### src/rtl/lstm_pkg.sv
// Shared configuration, encodings and saturation helpers for the LSTM gate datapath.
package lstm_pkg;
  localparam int WIDTH = 32;
  localparam int FRAC  = 24;
  localparam int MAX_N = 64;
  localparam int CNT_W = 7;
  localparam int GUARD = 8;
  localparam int ACC_W = WIDTH + GUARD;

  localparam logic [WIDTH-1:0] ONE = WIDTH'(1) << FRAC;

  localparam logic [1:0] MODE_SIGM = 2'd0;
  localparam logic [1:0] MODE_TANH = 2'd1;
  localparam logic [1:0] MODE_ID   = 2'd2;

  typedef enum logic [2:0] {
    S_IDLE  = 3'd0,
    S_ACC_X = 3'd1,
    S_ACC_H = 3'd2,
    S_BIAS  = 3'd3,
    S_ACT   = 3'd4,
    S_DONE  = 3'd5
  } state_t;

  function automatic logic signed [ACC_W-1:0] sat_add(input logic signed [ACC_W-1:0] a,
                                                       input logic signed [ACC_W-1:0] b);
    logic signed [ACC_W:0] s;
    s = {a[ACC_W-1], a} + {b[ACC_W-1], b};
    if (s[ACC_W] != s[ACC_W-1])
      sat_add = s[ACC_W] ? {1'b1, {(ACC_W-1){1'b0}}} : {1'b0, {(ACC_W-1){1'b1}}};
    else
      sat_add = s[ACC_W-1:0];
  endfunction

  // Value fits when every bit above the WIDTH sign bit agrees with it.
  function automatic logic signed [WIDTH-1:0] sat_w(input logic signed [ACC_W-1:0] v);
    if ((&v[ACC_W-1:WIDTH-1]) || (~|v[ACC_W-1:WIDTH-1]))
      sat_w = v[WIDTH-1:0];
    else
      sat_w = v[ACC_W-1] ? {1'b1, {(WIDTH-1){1'b0}}} : {1'b0, {(WIDTH-1){1'b1}}};
  endfunction
endpackage

### src/rtl/mac_sat.sv
// Single-cycle fixed-point multiply, truncating rescale and saturating accumulate.
module mac_sat
  import lstm_pkg::*;
(
  input  logic                    clk,
  input  logic                    rst,
  input  logic                    i_clr,
  input  logic                    i_en,
  input  logic [WIDTH-1:0]        i_a,
  input  logic [WIDTH-1:0]        i_b,
  output logic signed [ACC_W-1:0] o_acc
);
  logic signed [2*WIDTH-1:0] w_prod;
  logic signed [ACC_W-1:0]   w_term;
  logic signed [ACC_W-1:0]   r_acc;

  assign w_prod = $signed(i_a) * $signed(i_b);
  assign w_term = ACC_W'(w_prod >>> FRAC);

  always_ff @(posedge clk or negedge rst) begin
    if (!rst)       r_acc <= '0;
    else if (i_clr) r_acc <= '0;
    else if (i_en)  r_acc <= sat_add(r_acc, w_term);
  end

  assign o_acc = r_acc;
endmodule

### src/rtl/sigmf.sv
// Piecewise-linear sigmoid (breakpoints 1, 2.375, 5; slopes 1/4, 1/8, 1/32), mirrored for x<0.
module sigmf
  import lstm_pkg::*;
(
  input  logic [WIDTH-1:0] i_x,
  output logic [WIDTH-1:0] o_y
);
  localparam logic [WIDTH:0] T_HI  = (WIDTH+1)'(5)  << FRAC;
  localparam logic [WIDTH:0] T_MID = (WIDTH+1)'(19) << (FRAC-3);
  localparam logic [WIDTH:0] T_LO  = (WIDTH+1)'(1)  << FRAC;
  localparam logic [WIDTH:0] C_HI  = (WIDTH+1)'(27) << (FRAC-5);
  localparam logic [WIDTH:0] C_MID = (WIDTH+1)'(5)  << (FRAC-3);
  localparam logic [WIDTH:0] C_LO  = (WIDTH+1)'(1)  << (FRAC-1);

  logic             w_neg;
  logic [WIDTH:0]   w_ax;
  logic [WIDTH-1:0] w_ypos;

  assign w_neg = i_x[WIDTH-1];
  assign w_ax  = w_neg ? ((WIDTH+1)'(0) - {i_x[WIDTH-1], i_x}) : {1'b0, i_x};

  always_comb begin
    w_ypos = ONE;
    if (w_ax >= T_HI)       w_ypos = ONE;
    else if (w_ax >= T_MID) w_ypos = WIDTH'((w_ax >> 5) + C_HI);
    else if (w_ax >= T_LO)  w_ypos = WIDTH'((w_ax >> 3) + C_MID);
    else                    w_ypos = WIDTH'((w_ax >> 2) + C_LO);
  end

  assign o_y = w_neg ? (ONE - w_ypos) : w_ypos;
endmodule

### src/rtl/gate_unit_seq.sv
// Time-multiplexed LSTM gate: one MAC streams x*w then h*u beats, adds bias, applies activation.
module gate_unit_seq
  import lstm_pkg::*;
(
  input  logic             clk,
  input  logic             rst,
  input  logic             i_start,
  input  logic [1:0]       i_mode,
  input  logic [CNT_W-1:0] i_nx,
  input  logic [CNT_W-1:0] i_nh,
  input  logic [WIDTH-1:0] i_b,
  input  logic             i_valid,
  output logic             o_in_ready,
  input  logic [WIDTH-1:0] i_d,
  input  logic [WIDTH-1:0] i_m,
  output logic             o_valid,
  input  logic             i_ready,
  output logic [WIDTH-1:0] o,
  output logic             o_busy,
  output logic [2:0]       o_dbg_state
);
  // Handshakes: a transfer happens on a rising edge where valid and ready are both high;
  // ready depends only on registered state and a presented result is held until taken.
  state_t                  r_state, w_next;
  logic [1:0]              r_mode;
  logic [CNT_W-1:0]        r_nx, r_nh, r_cnt;
  logic [WIDTH-1:0]        r_b, r_pre, r_o;
  logic [CNT_W-1:0]        w_nx_cl, w_nh_cl, w_n_cur;
  logic                    w_start, w_beat, w_last;
  logic signed [ACC_W-1:0] w_acc, w_acc_b;
  logic [WIDTH-1:0]        w_pre2, w_sig_in, w_sig, w_tanh, w_act;
  logic [WIDTH:0]          w_tanh_w;

  assign w_nx_cl = (i_nx > CNT_W'(MAX_N)) ? CNT_W'(MAX_N) : i_nx;
  assign w_nh_cl = (i_nh > CNT_W'(MAX_N)) ? CNT_W'(MAX_N) : i_nh;
  assign w_start = (r_state == S_IDLE) && i_start;
  assign w_beat  = i_valid && o_in_ready;
  assign w_n_cur = (r_state == S_ACC_X) ? r_nx : r_nh;
  assign w_last  = w_beat && ((r_cnt + CNT_W'(1)) == w_n_cur);

  always_ff @(posedge clk or negedge rst) begin
    if (!rst) r_state <= S_IDLE;
    else      r_state <= w_next;
  end

  always_comb begin
    w_next = r_state;
    case (r_state)
      S_IDLE:  if (i_start) w_next = (w_nx_cl != '0) ? S_ACC_X :
                                     (w_nh_cl != '0) ? S_ACC_H : S_BIAS;
      S_ACC_X: if (w_last) w_next = (r_nh != '0) ? S_ACC_H : S_BIAS;
      S_ACC_H: if (w_last) w_next = S_BIAS;
      S_BIAS:  w_next = S_ACT;
      S_ACT:   w_next = S_DONE;
      S_DONE:  if (i_ready) w_next = S_IDLE;
      default: w_next = S_IDLE;
    endcase
  end

  always_comb begin
    o_in_ready  = (r_state == S_ACC_X) || (r_state == S_ACC_H);
    o_valid     = (r_state == S_DONE);
    o_busy      = (r_state != S_IDLE);
    o           = r_o;
    o_dbg_state = r_state;
  end

  always_ff @(posedge clk or negedge rst) begin
    if (!rst) begin
      r_mode <= '0;
      r_nx   <= '0;
      r_nh   <= '0;
      r_b    <= '0;
      r_cnt  <= '0;
      r_pre  <= '0;
      r_o    <= '0;
    end else begin
      if (w_start) begin
        r_mode <= i_mode;
        r_nx   <= w_nx_cl;
        r_nh   <= w_nh_cl;
        r_b    <= i_b;
        r_cnt  <= '0;
      end else if (w_beat) begin
        r_cnt  <= w_last ? '0 : r_cnt + CNT_W'(1);
      end
      if (r_state == S_BIAS) r_pre <= sat_w(w_acc_b);
      if (r_state == S_ACT)  r_o   <= w_act;
    end
  end

  mac_sat u_mac (
    .clk   (clk),
    .rst   (rst),
    .i_clr (w_start),
    .i_en  (w_beat),
    .i_a   (i_d),
    .i_b   (i_m),
    .o_acc (w_acc)
  );

  assign w_acc_b = sat_add(w_acc, {{GUARD{r_b[WIDTH-1]}}, r_b});

  // tanh(x) = 2*sigmoid(2x) - 1, sharing the single sigmoid core.
  assign w_pre2   = sat_w({{(GUARD-1){r_pre[WIDTH-1]}}, r_pre, 1'b0});
  assign w_sig_in = (r_mode == MODE_TANH) ? w_pre2 : r_pre;
  assign w_tanh_w = {w_sig, 1'b0} - {1'b0, ONE};
  assign w_tanh   = (w_tanh_w[WIDTH] != w_tanh_w[WIDTH-1]) ?
                    (w_tanh_w[WIDTH] ? {1'b1, {(WIDTH-1){1'b0}}} : {1'b0, {(WIDTH-1){1'b1}}}) :
                    w_tanh_w[WIDTH-1:0];

  sigmf u_sigmf (
    .i_x (w_sig_in),
    .o_y (w_sig)
  );

  always_comb begin
    case (r_mode)
      MODE_SIGM: w_act = w_sig;
      MODE_TANH: w_act = w_tanh;
      default:   w_act = r_pre;
    endcase
  end
endmodule

### config.mk
export PLATFORM = sky130hd
export DESIGN_NAME = gate_unit_seq
export DESIGN_NICKNAME = d
export VERILOG_FILES = /design/src/rtl/lstm_pkg.sv /design/src/rtl/mac_sat.sv /design/src/rtl/sigmf.sv /design/src/rtl/gate_unit_seq.sv
export SDC_FILE = /design/constraint.sdc
export NUM_CORES = 2
export LEC_CHECK = 0
export ABC_AREA = 1
export BUFFER_PORTS_ARGS = -buffer_cell sky130_fd_sc_hd__clkbuf_2
export CORE_MARGIN = 2
export CORE_UTILIZATION = 65
export CTS_BUF_LIST = sky130_fd_sc_hd__clkbuf_2
export DETAILED_ROUTE_END_ITERATION = 10
export PLACE_DENSITY = 0.81
export SLEW_MARGIN = 25
export SYNTH_ARGS = -nofsm -noshare
export SYNTH_HDL_FRONTEND = slang
export SYNTH_SLANG_ARGS = --single-unit
### constraint.sdc
create_clock -name clk -period 7.3 [get_ports clk]
set_input_delay 1.095 -clock clk [delete_from_list [all_inputs] [get_ports clk]]
set_output_delay 1.095 -clock clk [all_outputs]
set_load 0.005 [all_outputs]
; Word level (Yosys, flattened, before mapping)
; Index checks and enable logic that the tools add are counted.
[totals]
register_bits = 162
elab_cells = 91
[classes]
n_addsub = 9
multipliers = 1
order_cmp = 5
n_eq_ne = 14
muxes = 33
n_reduce_logical = 20
[ops]
columns = op, n
row1 = 2-to-1 mux 32 bit, 11
row2 = 2-to-1 mux 40 bit, 6
row3 = multiplier 32 x 32 -> 64 bit, 1
row4 = case mux 32 bit (2 select lines), 1
row5 = 2-to-1 mux 7 bit, 6
row6 = adder 40 x 32 -> 41 bit, 1
row7 = adder 40 x 40 -> 41 bit, 1
row8 = >= comparator 33 x 25 -> 1 bit (second input constant), 1
row9 = >= comparator 33 x 26 -> 1 bit (second input constant), 1
row10 = >= comparator 33 x 27 -> 1 bit (second input constant), 1
row11 = 2-to-1 mux 33 bit, 1
row12 = subtractor 1 x 32 -> 33 bit (first input constant), 1
row13 = subtractor 33 x 25 -> 33 bit (second input constant), 1
row14 = adder 31 x 24 -> 32 bit (second input constant), 1
row15 = subtractor 25 x 32 -> 32 bit (first input constant), 1
row16 = adder 30 x 24 -> 31 bit (second input constant), 1
row17 = adder 28 x 24 -> 29 bit (second input constant), 1
row18 = nonzero test 7 bit, 3
row19 = case mux 3 bit (6 select lines), 1
row20 = greater-than comparator 7 bit (second input constant), 2
row21 = 2-to-1 mux 3 bit, 4
row22 = AND reduction 9 bit, 1
row23 = OR reduction 9 bit, 1
row24 = adder 7 x 1 -> 7 bit (second input constant), 1
row25 = 20 further kinds, 32

; Depth between registers and ports, before layout
[logic_depth]
depth_word = 17
ltp_mapped = 55

; Hierarchy
; Synthesis repeated with hierarchy kept, for this count alone.
[unflattened]
hier_cells = 7725
area_unflattened_um2 = 55384.4
[by_module_without_submodules]
columns = module, n_inst, cells_per_inst, area_each_um2
row1 = mac_sat, 1, 5527, 42348.1
row2 = gate_unit_seq, 1, 1566, 9908.3
row3 = sigmf, 1, 632, 3128.0

; Worst setup path after synthesis
; No wires, ideal clock.
[synth_path]
path_kind = input -> register
startpoint = input port i_m[9]
endpoint = register u_mac.r_acc[25], in the netlist u_mac.o_acc[25]
arrival_ps = 10283
slack_ps = -3106
stages = 47
path_cell_list = clkbuf_1 > nand2_1 > inv_1 > fa_1 > fa_1 > inv_1 > fa_1 > inv_1 > fa_1 > inv_1 > fa_1 > inv_1 > fa_1 > fa_1 > fa_1 > ha_1 > nand4_1 > nor3_1 > [... 11 more ...] > nor2_1 > nand2_1 > nor4_1 > nand3_1 > o2111ai_1 > nand3_1 > nand2_1 > a31oi_1 > o2111ai_1 > o21ai_0 > nand2_1 > inv_1 > nor2_1 > inv_1 > clkbuf_1 > clkbuf_1 > o21ai_0 > nand2_1
[synth_between]
elab_chain_cells = 6
word_cells_on_any_way = 7
classes_between = add/sub: 1 / mul: 1 / eq/ne: 1 / mux: 4
[synth_rtl]
columns = item, line
row1 = "start, declared", gate_unit_seq.sv:15  ; input logic [WIDTH-1:0] i_m,
row2 = multiplier 32 x 32 -> 64 bit *, mac_sat.sv:17  ; assign w_prod = $signed(i_a) * $signed(i_b);
row3 = adder 40 x 40 -> 41 bit *, lstm_pkg.sv:28  ; s = {a[ACC_W-1], a} + {b[ACC_W-1], b};
row4 = 2-to-1 mux 40 bit / inequality test 1 bit (equally long branches), "lstm_pkg.sv:30, lstm_pkg.sv:29"
row5 = 2-to-1 mux 40 bit *, lstm_pkg.sv:29  ; if (s[ACC_W] != s[ACC_W-1])
row6 = 2-to-1 mux 40 bit *, mac_sat.sv:23  ; else if (i_en) r_acc <= sat_add(r_acc, w_term);
row7 = 2-to-1 mux 40 bit *, mac_sat.sv:22  ; else if (i_clr) r_acc <= '0;
row8 = "end signal, assigned", mac_sat.sv:23
row9 = "end, declared", mac_sat.sv:15  ; logic signed [ACC_W-1:0] r_acc;
; Mark *: on every way between the ends. The rest lies on a longest branch, timed or not. The select of a mux whose other input is x is not followed.
; A chain may end at the register's enable or synchronous reset.

; Worst setup path after layout
[layout_path]
startpoint = input port i_m[7]
endpoint = register u_mac.r_acc[8], in the netlist u_mac.o_acc[8]
; Same word-level chain as after synthesis.

==> flow_summary.yaml <==
sta:
  tightest_slew_ps: 894
  worst_slack_ps: -2600
  fmax_ghz: 0.101
  timing.setup.tns_ps: -100580
  slew_headroom: 0.404
  setup_viol: 40
  clock-skew-final_ps: 75.6
  min_period_ps: 9900
  finalCritPeriodShare: 1.36
  slew_violations: 0
  holdWs_ps: 243
  rsz0062_at_grt: "yes"
  timing.final.hold_violations: 0
synthesis:
  synth_cell_types: 60
  synthTopCellsByArea: "fa_1, nand2_1, inv_1, dfrtp_1, ha_1"
  synth-seq-cells: 162
  syn_nets: 8348
  ys_seq_area_frac: 0.0784
  async_flop_share: 1.00
  synthesis.instances: 6868
  synth_top_area_cell: "fa_1"
  synth_area_mm2: 0.0517
  synth_top_area_frac: 0.419
  synth.avg_cell_area_um2: 7.53
  synth_edf_count: 0
  yosys_most_used_dff: "dfrtp_1"
  ys_warn_count: 0
drt:
  drt_iter0_drc: 3995
  ant_nets: 0
  post-route-drc-count: 1
  routed_wirelength_um: 154000
  num_vias: 47300
  first_pass_iters: 11
  post_drt_via_cell_ratio: 5.58
  wl_per_cell_um: 18.1
clock_network:
  cts.reportedPaths.clkPinSlew_ps: 290
  cts.path.max_buffers: 2
  h-tree-depth: 4
  cts_tree: "built"
  clk_latency_ps: 870
  clock-root-buffer: "clkbuf_2"
  cts_hold_buffers: 0
  numCtsBuffers: 17
  clock-sinks: 162
floorplanning:
  start_util: 0.656
  rows: 103
  die_w_um: 286
  io_pins: 155
  fp.dieH_um: 286
  die_area_mm2: 0.0819
  core_mm2: 0.0789
finish:
  area_growth_pct: 15.5
  nNetsFinal: 8895
  seq_area_mm2: 0.00405
  fin_area_mm2: 0.0598
  fillers: 5586
  layout-drive-gt1-share: 0.156
  multi_input_area_mm2: 0.0411
grt:
  overflow: 0
  grt_pass1_vias: 49000
  grtUsageTotal: 0.374
  antenna_found_initial: 4
  grt_max_degree: 97
  grt_pass1_wl_um: 242000
place:
  dpl.hpwl_um: 126000
  finalWeightedCongestion: 1.02
  port_buffers: 154
  pre_cts_ws_ps: -3590
  placed_area_mm2: 0.0577
critical_path:
  worstPathMaxFanout: 14
  critPathSlowestCell: "fa_1"
  crit_arrival_ps: 10650
  worstSetupEndpointType: "register"
  critical_path_class: "in -> reg"
  required_ps: 8040
  crit_top_cell: "fa_1"
  cp_slowest_stage_delay_ps: 580
  crit_path_start_kind: "input port"
outcome:
  outcome: "finished with violations"
  violations: "design-rule violations, negative setup slack"
run:
  maxCapViolations: 0
worst_hold_path:
  holdCritPathClass: "in -> async"
[layout make-up]
type,instances,share of cell area
Antenna cell,2,0.0000837
Clock buffer,19,0.00159
Clock inverter,12,0.00203
Inverter,1725,0.109
Multi-Input combinational cell,4698,0.688
Sequential cell,162,0.0678
Tap cell,1050,0.0220
Timing Repair Buffer,811,0.109
[cells in the final DEF, fill, tap and decap left out, drive strengths merged, types with 5 or more instances in the layout]
master and instances:
nand2 1941, inv 1726, fa 1083, buf 669, nor2 337, a21oi 304
ha 280, o21ai 218, nand3 201, dfrtp 162, clkbuf 161, xor2 82
xnor2 49, a31oi 35, nor3 30, or2 29, nand4 18, o211ai 12
o21a 9, nand3b 8, o21bai 7, clkinv 7, o22ai 6, a21o 5
a22o 5
[cells in the mapped netlist, drive strengths merged, types with 6 or more instances]
library cell  count
o21bai            7
ha              280
dfrtp           162
a31oi            35
fa             1083
xor2             82
clkbuf          244
nor2            337
o211ai           12
nand3b            8
nand2          1941
buf              39
o21ai           218
o22ai             6
or2              29
nand4            18
nor3             30
nand3           201
a21oi           304
xnor2            49
inv            1722
o21a              9
[stage by stage]
stage / std cells / utilization
3_5_place_dp: 8392 / 0.732
4_1_cts: 8444 / 0.745
2_1_floorplan: 6868 / -
3_3_place_gp: 8392 / 0.732
5_1_grt: 8479 / 0.758
6_report: 8479 / 0.758
[what timing repair did]
item / in CTS / in global routing
gates resized for setup: 165 / 223
cloned: 3 / 2
buffers inserted: 21 / 34
setup endpoints to repair: 40 / 67
hold endpoints to repair: 0 / 0
pin swaps: 48 / 97
[worst max-delay path: cells and delay by family]
kind / cells / cell delay [ps]
compound gates: 11 / 1670
simple gates: 12 / 1080
buf+inv: 13 / 1490
fa+ha+maj: 10 / 4730
xor+xnor: 2 / 530
[path summary, 6_finish.rpt]
check / from / end / slack (ps) / depth (start not counted)
max reg2reg: r_pre[31] / o[20] / 630 / 41
max: i_m[7] / u_mac.o_acc[8] / -2600 / 48
max in group asynchronous: rst / r_pre[12] / 5540 / 2
min reg2reg: r_nx[4] / r_nx[4] / 520 / 2
min in group clk: i_b[25] / r_b[25] / 390 / 3
min: rst / r_cnt[5] / 240 / 1
[cell families after synthesis]
group,count (synthesis),synth area share
flip-flops,162,0.0784
buffers and inverters,2008,0.148
AO/OA/AOI/OAI,627,0.0664
XOR/XNOR,131,0.0222
AND/OR/NAND/NOR,2577,0.198
adder cells (fa/ha/maj),1363,0.487
[registers in the layout (all words and copies together) (netlist names)]
signal / flops
o: 32
r_nh: 7
r_b: 32
u_mac.o_acc: 40
r_mode: 2
r_cnt: 7
o_dbg_state: 3
r_nx: 7
r_pre: 32
[metal layers]
metal / share of wire / track usage / vias up / routed length [um]
met5: 0.00011 / 0 / - / 17
met4: 0.072 / 0.215 / 2 / 11100
met3: 0.076 / 0.0586 / 842 / 11600
met2: 0.50 / 0.644 / 2397 / 76600
met1: 0.35 / 0.446 / 23000 / 54400
li1: - / - / 21100 / -
Power is left out: the tool's default activity adds up to more than one toggle a clock period on the data nets, which glitch-free logic cannot reach.
